## src/rtl/dcounter_sched.sv

```systemverilog
// dcounter_sched: round-robin two-client scheduler sharing one dcounter.
// Grants a client, runs the counter for its window, waits for the count to settle and returns the captured value.
module dcounter_sched #(
  parameter int WW     = 16,
  parameter int SETTLE = 2
) (
  input  logic          clock,
  input  logic          rst,
  input  logic [1:0]    req,
  input  logic [WW-1:0] win0,
  input  logic [WW-1:0] win1,
  output logic [1:0]    gnt,
  output logic [1:0]    done,
  output logic          err,
  output logic [15:0]   result,
  output logic          busy,
  output logic          cnt_en,
  input  logic          cnt_rdy,
  input  logic [15:0]   cnt_val
);

  localparam logic [2:0] S_IDLE     = 3'd0;
  localparam logic [2:0] S_WAIT_RDY = 3'd1;
  localparam logic [2:0] S_RUN      = 3'd2;
  localparam logic [2:0] S_SETTLE   = 3'd3;
  localparam logic [2:0] S_DONE     = 3'd4;

  localparam logic [3:0] SETTLE_LD = 4'(SETTLE);

  logic [2:0]    r_state;
  logic [1:0]    r_gnt;
  logic [1:0]    r_done;
  logic          r_err;
  logic          r_busy;
  logic          r_cnt_en;
  logic          r_lp;
  logic [15:0]   r_result;
  logic [WW-1:0] r_wcnt;
  logic [3:0]    r_scnt;

  logic          w_pick1;
  logic [WW-1:0] w_win;
  logic [WW-1:0] w_win_eff;

  // On a tie the client that was not served last wins.
  assign w_pick1   = req[1] & (~req[0] | ~r_lp);
  assign w_win     = w_pick1 ? win1 : win0;
  assign w_win_eff = (w_win == '0) ? WW'(1) : w_win;

  always_ff @(posedge clock or negedge rst) begin
    if (!rst) begin
      r_state  <= S_IDLE;
      r_gnt    <= 2'b00;
      r_done   <= 2'b00;
      r_err    <= 1'b0;
      r_busy   <= 1'b0;
      r_cnt_en <= 1'b0;
      r_lp     <= 1'b1;
      r_result <= 16'd0;
      r_wcnt   <= '0;
      r_scnt   <= 4'd0;
    end else begin
      case (r_state)
        S_IDLE: begin
          if (|req) begin
            r_gnt   <= w_pick1 ? 2'b10 : 2'b01;
            r_wcnt  <= w_win_eff;
            r_busy  <= 1'b1;
            r_state <= S_WAIT_RDY;
          end
        end
        S_WAIT_RDY: begin
          if (cnt_rdy) begin
            r_cnt_en <= 1'b1;
            r_state  <= S_RUN;
          end
        end
        S_RUN: begin
          // Losing rdy mid-window aborts the service; the old result is kept.
          if (!cnt_rdy) begin
            r_cnt_en <= 1'b0;
            r_err    <= 1'b1;
            r_done   <= r_gnt;
            r_state  <= S_DONE;
          end else if (r_wcnt == WW'(1)) begin
            r_cnt_en <= 1'b0;
            r_scnt   <= SETTLE_LD;
            r_state  <= S_SETTLE;
          end else begin
            r_wcnt <= r_wcnt - WW'(1);
          end
        end
        S_SETTLE: begin
          if (r_scnt == 4'd1) begin
            r_result <= cnt_val;
            r_done   <= r_gnt;
            r_state  <= S_DONE;
          end else begin
            r_scnt <= r_scnt - 4'd1;
          end
        end
        S_DONE: begin
          r_gnt   <= 2'b00;
          r_done  <= 2'b00;
          r_err   <= 1'b0;
          r_busy  <= 1'b0;
          r_lp    <= r_gnt[1];
          r_state <= S_IDLE;
        end
        default: begin
          r_state  <= S_IDLE;
          r_gnt    <= 2'b00;
          r_done   <= 2'b00;
          r_err    <= 1'b0;
          r_busy   <= 1'b0;
          r_cnt_en <= 1'b0;
        end
      endcase
    end
  end

  assign gnt    = r_gnt;
  assign done   = r_done;
  assign err    = r_err;
  assign result = r_result;
  assign busy   = r_busy;
  assign cnt_en = r_cnt_en;

endmodule

```

## config.mk

```make
export PLATFORM = sky130hd
export DESIGN_NAME = dcounter_sched
export DESIGN_NICKNAME = d
export VERILOG_FILES = /design/src/rtl/dcounter_sched.sv
export SDC_FILE = /design/constraint.sdc
export NUM_CORES = 1
export LEC_CHECK = 0
export BUFFER_PORTS_ARGS = -buffer_cell sky130_fd_sc_hd__buf_2
export CAP_MARGIN = 20
export CORE_UTILIZATION = 50
export CTS_CLUSTER_SIZE = 16
export DETAILED_ROUTE_END_ITERATION = 10
export PLACE_DENSITY = 0.74
export SLEW_MARGIN = 20
export SYNTH_ARGS = -nofsm -noshare
export SYNTH_HDL_FRONTEND = slang
export SYNTH_SLANG_ARGS = --single-unit
export TNS_END_PERCENT = 5
```

## constraint.sdc

```tcl
create_clock -name clock -period 2.11 [get_ports clock]
set_input_delay 0.1055 -clock clock [delete_from_list [all_inputs] [get_ports clock]]
set_output_delay 0.1055 -clock clock [all_outputs]
set_load 0.01 [all_outputs]
```

==> out/summary.md, run 1 <==
- **RSZ-0062 raised after global routing** no
- **number of antenna violations at the first check in global routing** 0
- **relative contribution of the clock network to total power** 0.168
- **routability-driven placement congestion ratio** 0.873
- **net switching power** 1.58 mW
- **Critical Path Fanout Max** 9
- **number of buffers added on ports** 75
- **Num CTS Buffers** 5
- **overflow left after global routing** 0
- **setup violators final** 0
- **Cell Chain, Critical Path** ha_1, nor4b_2, nand4_1, nand3_2, o311a_1, or3_1
- **share of the clock period used by the worst path** 0.947
- **register-to-register path setup slack** 0.11 ns
- **time the worst path needs with I/O delays and setup** 2.00 ns
- **cell internal pwr** 2.35 mW
- **final sum of negative setup slack** 0 ns
- **clock-pin slew on the worst setup and hold paths** 0.09 ns
- **sequential cell area fraction in the yosys report** 0.448
- **total design power** 3.93 mW
- **sequential fraction of design power** 0.416
- **worst-path cell with the longest stage delay** dfrtp_1
- **global-route wire length before repair** 9600 um
- **actual slew at the worst max-slew pin** 0.548 ns
- **worst max-slew margin expressed relative to the limit** 0.634
- **average footprint of a synthesized cell** 10.1 um2
- **post-detailed-route via-to-cell ratio** 5.63
- **dominant delay contributor by cell family on the critical path** simple AND/OR/NAND/NOR gates
- **number of optimization iterations in the first detailed-route pass** 4
- **Max Cap Violations** 0
- **category of the critical setup timing path** reg2reg
- **count of H-tree levels built during CTS** 2
- **leading area contributor after synthesis** dfrtp_1
- **maximum resistive drop on vdd** 0.805 mV
- **count of final hold-check violations** 0
- **sort of element at the start of the critical path** flip-flop
- **endpoint required time on the critical path** 2.29 ns
- **Mapped Area** 2630 um2
- **slowest stage delay, CP** 0.44 ns
- **Antenna Violating Nets Remaining** 0
- **number of enable-type register cells in the synthesized netlist** 0
- **run status** completed
- **register bit total from synthesis** 47
- **number of cell rows** 26
- **clock latency on the worst-skew pair** 0.30 ns
- **final number of max-transition violations** 0
- **Peak Freq** 501 MHz
- **part of the total power dissipated in combinational logic** 0.415
- **half-perimeter wire length of the detailed placement result** 4710 um
- **number of remaining DRC errors** 0
- **wire per inst** 14.8 um
- **buffers inserted by post-CTS timing repair** 0
- **primary flip-flop cell chosen by synthesis mapping** dfrtp_1
- **Critical path buffers and inverters** 0
- **leakage power** 1.53 nW
- **TritonCTS clock tree** built
- **starting density of the core** 0.518
- **data arrival time of the critical path** 2.18 ns
- **routed wire length** 6150 um
- **DIE HEIGHT** 74.5 um
- **Post-Route Skew** 0.00883 ns
- **num ports** 76
- **fin nets** 402
- **Net Sw Frac** 0.403
- **Tot GR Track Use** 0.231
- **synth warn** 0
- **DRT iter0 DRCs** 87
- **area of the die** 5550 um2
- **synth unique cells** 55
- **fraction of layout cells with a size suffix above 1** 0.370
- **clk root buf** clkbuf_8
- **Cells after Synth** 261
- **Synth area leaders** dfrtp_1 44%, mux2_2 9.0%, mux2i_1 4.6%
- **area of the core** 5070 um2
- **fraction of registers with async set or reset after synthesis** 1.00
- **via count of the first global-routing pass** 2016
- **clock sink total** 47
- **area share of the largest cell type after synthesis** 0.438
- **worst min-delay path category** in2reg
- **layout overhead on the synthesized area** 24.2%
- **category of the worst setup path capture point** flip-flop
- **post-synthesis net count** 318
- **number of antenna cells inserted** 0
- **die width** 74.5 um
- **pwr/cell area** 1200 nW/um2
- **maximum number of pins on one net before global-route repair** 24
- **vias post-DR** 2341
- **maximum clock insertion buffer count** 2
[power groups by stage]
stage	clock network (mW)	logic [mW]	registers, mW
after floorplan	0	1.14	1.56
after global placement	0	1.58	1.61
after detailed placement	0	1.62	1.63
after CTS	0.679	1.63	1.61
after global routing	0.715	1.83	1.68
final	0.661	1.63	1.64
[sequential cells by signal (all words and copies together) (netlist names)]
| name | count |
|---|---|
| done | 2 |
| err | 1 |
| cnt_en | 1 |
| r_scnt | 4 |
| gnt | 2 |
| r_state | 3 |
| result | 16 |
| r_lp | 1 |
| r_wcnt | 16 |
| busy | 1 |
[placed cells by master, fill, tap and decap left out, types with 2 or more instances in the layout]
cell      Yosys  final
nor3_1        4      4
o21ai_0      14     14
a32o_1        2      2
buf_4         1     13
a21oi_1      17     17
o31ai_1       2      2
o22ai_1       6      6
nor4_1       11     10
nor4_2        1      2
or4_1         4      4
o211ai_1      4      4
nand4_1       5      5
mux2_2       21     21
a31oi_1       3      3
ha_1          4      4
nor2b_1       3      3
buf_2         5     75
a22o_1        4      4
nand3b_1      4      4
clkbuf_8      0      5
o21ai_1       3      3
nor2_1       22     22
nand2_1      15     15
dfrtp_1      46     46
mux2i_1      12     12
o21a_1        2      2
nand3_1       2      2
inv_1        10     10
[logic make-up after synthesis]
group / share of synthesized area
DFF: 0.448
adders and majority gates: 0.0190
and+or+nand+nor: 0.184
xor gates and xnor gates: 0.00667
AOI/OAI and AO/OA: 0.169
muxes: 0.136
buffers and inverters: 0.0381
[routing by layer]
metal  vias to the layer above  global-route usage  share of wire
met1                      1088               0.327           0.48
met4                         0              0.0440         0.0068
met2                        97               0.375           0.46
li1                       1151                   -              -
met3                         5              0.0407          0.056
met5                         -                   0              0
[path summary, 6_finish.rpt]
kind                       cells past startpoint       start         to
hold reg to reg                                1   result[5]  result[5]
max in group asynchronous                      3         rst  result[4]
hold / removal                                 2  cnt_val[2]  result[2]
setup reg to reg                               6   r_wcnt[0]  r_wcnt[7]
setup / recovery                               6   r_wcnt[0]  r_wcnt[7]
min in group asynchronous                      2         rst  r_wcnt[2]
[synthesized netlist by cell type (all sizes together) (2+ instances only)]
cell     n
clkbuf   5
nor4b    2
mux2    21
nor2b    3
nand3    3
inv     10
nand4    5
nor3     4
a21oi   17
ha       4
nor4    13
or4      4
a22o     4
a31oi    3
mux2i   12
o211ai   4
buf      7
nand2   16
o21ai   18
nor2    23
a32o     2
o21a     2
a21boi   2
o31ai    2
dfrtp   46
nand3b   4
o22ai    6
[timing repair]
action                                 in CTS  in global routing
setup endpoints to repair                   0                  8
endpoints found under the hold margin      20                  0
resized for setup                           0                  2
hold buffers                                1                  0
[stage by stage]
| stage | util | cell area, um2 | cells | setup slack, ns | hold slack [ns] |
|---|---|---|---|---|---|
| after CTS | 0.641 | 3250 | 416 | 0.0369 | 0.0307 |
| final | 0.643 | 3260 | 416 | 0.112 | 0.0360 |
| after floorplan | - | 2630 | 261 | 0.200 | -0.190 |
| after global routing | 0.643 | 3260 | 416 | 0.0115 | 0.0295 |
| after detailed placement | 0.617 | 3130 | 407 | 0.0620 | 0.118 |
| after global placement | 0.617 | 3130 | 407 | 0.172 | 0.108 |
[cell type report]
cell class / count / area [um2]
repair buffers: 89 / 483
flip-flops and latches: 47 / 1180
inverters: 10 / 37.5
clock buffers: 5 / 68.8
well taps: 70 / 87.6
multi-input cells: 192 / 1370
fillers: 415 / 1810
clock inverters: 3 / 43.8
Power figures use the tool's default switching activity.
==> inputs of run 2 (changes only) <==
--- a/config.mk
+++ b/config.mk
@@ -7,10 +7,13 @@
 export LEC_CHECK = 0
 export BUFFER_PORTS_ARGS = -buffer_cell sky130_fd_sc_hd__buf_2
 export CAP_MARGIN = 20
+export CORE_ASPECT_RATIO = 1.5
+export CORE_MARGIN = 3
 export CORE_UTILIZATION = 50
 export CTS_CLUSTER_SIZE = 16
 export DETAILED_ROUTE_END_ITERATION = 10
 export PLACE_DENSITY = 0.74
+export SKIP_CTS_REPAIR_TIMING = 1
 export SLEW_MARGIN = 20
 export SYNTH_ARGS = -nofsm -noshare
 export SYNTH_HDL_FRONTEND = slang
==> run 2 against run 1 <==
Net effect:
- wire length increased by 8.1%
- first-iteration DRC count increased by 49%
- flip-flop and latch count unchanged
- hold slack got worse by 0.00080 ns
- cell count decreased by 0.48%
- via count increased by 2.3%
- maximum frequency decreased by 0.82%
- sequential power about the same
- critical path depth unchanged
- clock-buffer cell count unchanged
- largest cell class unchanged
- largest power group is now combinational logic
==> out/summary.md, run 2 (synthesis results as in run 1) <==
- **fraction of layout cells with a size suffix above 1** 0.371, +0.000747
- **count of H-tree levels built during CTS** 2, unchanged
- **placed cell area** 3140 um2, +0.32%
- **Critical Path Fanout Max** 9, unchanged
- **leakage power** 1.52 nW, -0.65%
- **area used by multi-input combinational logic** 1360 um2, -0.46%
- **DIE HEIGHT** 94.8 um, +27%
- **number of antenna cells inserted** 0, unchanged
- **final number of max-transition violations** 0, unchanged
- **final sum of negative setup slack** 0 ns, unchanged
- **Antenna Violating Nets Remaining** 0, unchanged
- **endpoint required time on the critical path** 2.30 ns, about the same
- **maximum resistive drop on vdd** 0.456 mV, -43%
- **Peak Freq** 496 MHz, -0.82%
- **number of cell rows** 31, +19%
- **setup violators final** 0, unchanged
- **Num CTS Buffers** 5, unchanged
- **category of the worst setup path capture point** flip-flop
- **number of optimization iterations in the first detailed-route pass** 4, unchanged
- **RSZ-0062 raised after global routing** no
- **time the worst path needs with I/O delays and setup** 2.01 ns, +0.0166 ns
- **TritonCTS clock tree** built
- **clock latency on the worst-skew pair** 0.30 ns, about the same
- **via count of the first global-routing pass** 2364, +17%
- **area of the die** 6180 um2, +11%
- **post-route standard cell area excluding fillers** 3240 um2, -0.61%
- **sort of element at the start of the critical path** flip-flop
- **die width** 65.2 um, -12%
- **layout overhead on the synthesized area** 23.5%
- **fin nets** 404, +0.50%
- **area of the core** 4960 um2, -2.2%
- **pwr/cell area** 1180 nW/um2, -1.8%
- **routability-driven placement congestion ratio** 0.880, +0.83%
- **overflow left after global routing** 0, unchanged
- **category of the critical setup timing path** reg2reg
- **clk root buf** clkbuf_8
- **worst max-slew margin expressed relative to the limit** 0.633, -0.00180
- **clock-pin slew on the worst setup and hold paths** 0.09 ns, about the same
- **number of remaining DRC errors** 0, unchanged
- **maximum number of pins on one net before global-route repair** 25, +4.2%
- **wire per inst** 16.0 um, +8.6%
- **share of the clock period used by the worst path** 0.955, +0.00786
- **Tot GR Track Use** 0.221, -0.00965
- **commonest non-fill, non-tap cell in the layout** buf_2
- **clock sink total** 47, unchanged
- **maximum clock insertion buffer count** 2, unchanged
- **top library cells by usage in the layout, fill and taps aside** 75 x buf_2, 46 x dfrtp_1, 22 x nor2_1
- **vias post-DR** 2396, +2.3%
- **number of buffers added on ports** 75, unchanged
- **count of final hold-check violations** 0, unchanged
- **data arrival time of the critical path** 2.21 ns, +0.03 ns
- **run status** completed
- **filler instances** 423, +1.9%
- **Post-Route Skew** 0.00915 ns, +0.000316 ns
- **DRT iter0 DRCs** 130, +49%
- **actual slew at the worst max-slew pin** 0.551 ns, +0.00271 ns
- **half-perimeter wire length of the detailed placement result** 5270 um, +12%
- **post-detailed-route via-to-cell ratio** 5.79, +2.8%
- **global-route wire length before repair** 10600 um, +10%
- **num ports** 76, unchanged
- **area taken by flip-flops and latches** 1180 um2, unchanged
- **Max Cap Violations** 0, unchanged
- **number of antenna violations at the first check in global routing** 0, unchanged
- **routed wire length** 6640 um, +8.1%
- **starting density of the core** 0.529, +0.0115
- **worst min-delay path category** in2reg
## run 2: cell types whose count changed in the layout (fill, tap and decap cells not counted)
cell / change
bufinv_16: -1
clkinv_4: -1
buf_4: +2
clkinvlp_4: +2
nor4_2: -1
nor4_1: +1
## run 2: worst max-delay path, stage by stage, from the launching register on
cell	delay (ns)
dfrtp_1	0.45
ha_1	0.22
nor4b_2	0.16
nand4_1	0.13
nand3_2	0.22
o311a_1	0.39
or3_1	0.34
## run 2: where the power goes
part           internal (mW)  switching, mW  leakage (nW)
Clock                  0.231          0.305        0.0402
Sequential              1.24          0.402         0.586
Combinational          0.771          0.892         0.892
## run 2: path summary, 6_finish.rpt
check	startpoint	end	slack, ns	cells past startpoint
hold reg to reg	result[3]	result[3]	0.50	1
setup / recovery	r_wcnt[0]	r_wcnt[7]	0.1	6
min in group asynchronous	rst	r_wcnt[8]	0.32	2
setup reg to reg	r_wcnt[0]	r_wcnt[7]	0.1	6
hold / removal	cnt_val[15]	result[15]	0.04	2
max in group asynchronous	rst	r_lp	1.13	3
## run 2: layout make-up
class / instances / area share
clock inverter: 3 / 0.00617
sequential: 47 / 0.363
tap: 66 / 0.0255
multi-input combinational: 192 / 0.419
timing repair buffer: 91 / 0.153
clock buffer: 5 / 0.0212
inverter: 10 / 0.0116
## run 2: per-stage QoR
step | hold slack, ns | setup slack (ns) | util | total power, mW | std cells
6_report | 0.0352 | 0.0958 | 0.653 | 3.84 | 414
5_1_grt | 0.0190 | 0.0335 | 0.653 | 4.14 | 414
4_1_cts | -0.212 | 0.136 | 0.650 | 3.84 | 413
3_5_place_dp | 0.121 | 0.147 | 0.632 | 3.29 | 405
3_3_place_gp | 0.114 | 0.200 | 0.632 | 3.23 | 405
2_1_floorplan | -0.190 | 0.200 | - | 2.70 | 261
## run 2: layer usage
layer,vias to the layer above,routed length [um],global-route usage
met5,-,0,0
met1,1107,2440,0.223
met2,122,3520,0.418
met4,0,250,0.128
li1,1147,-,-
met3,20,439,0.0357
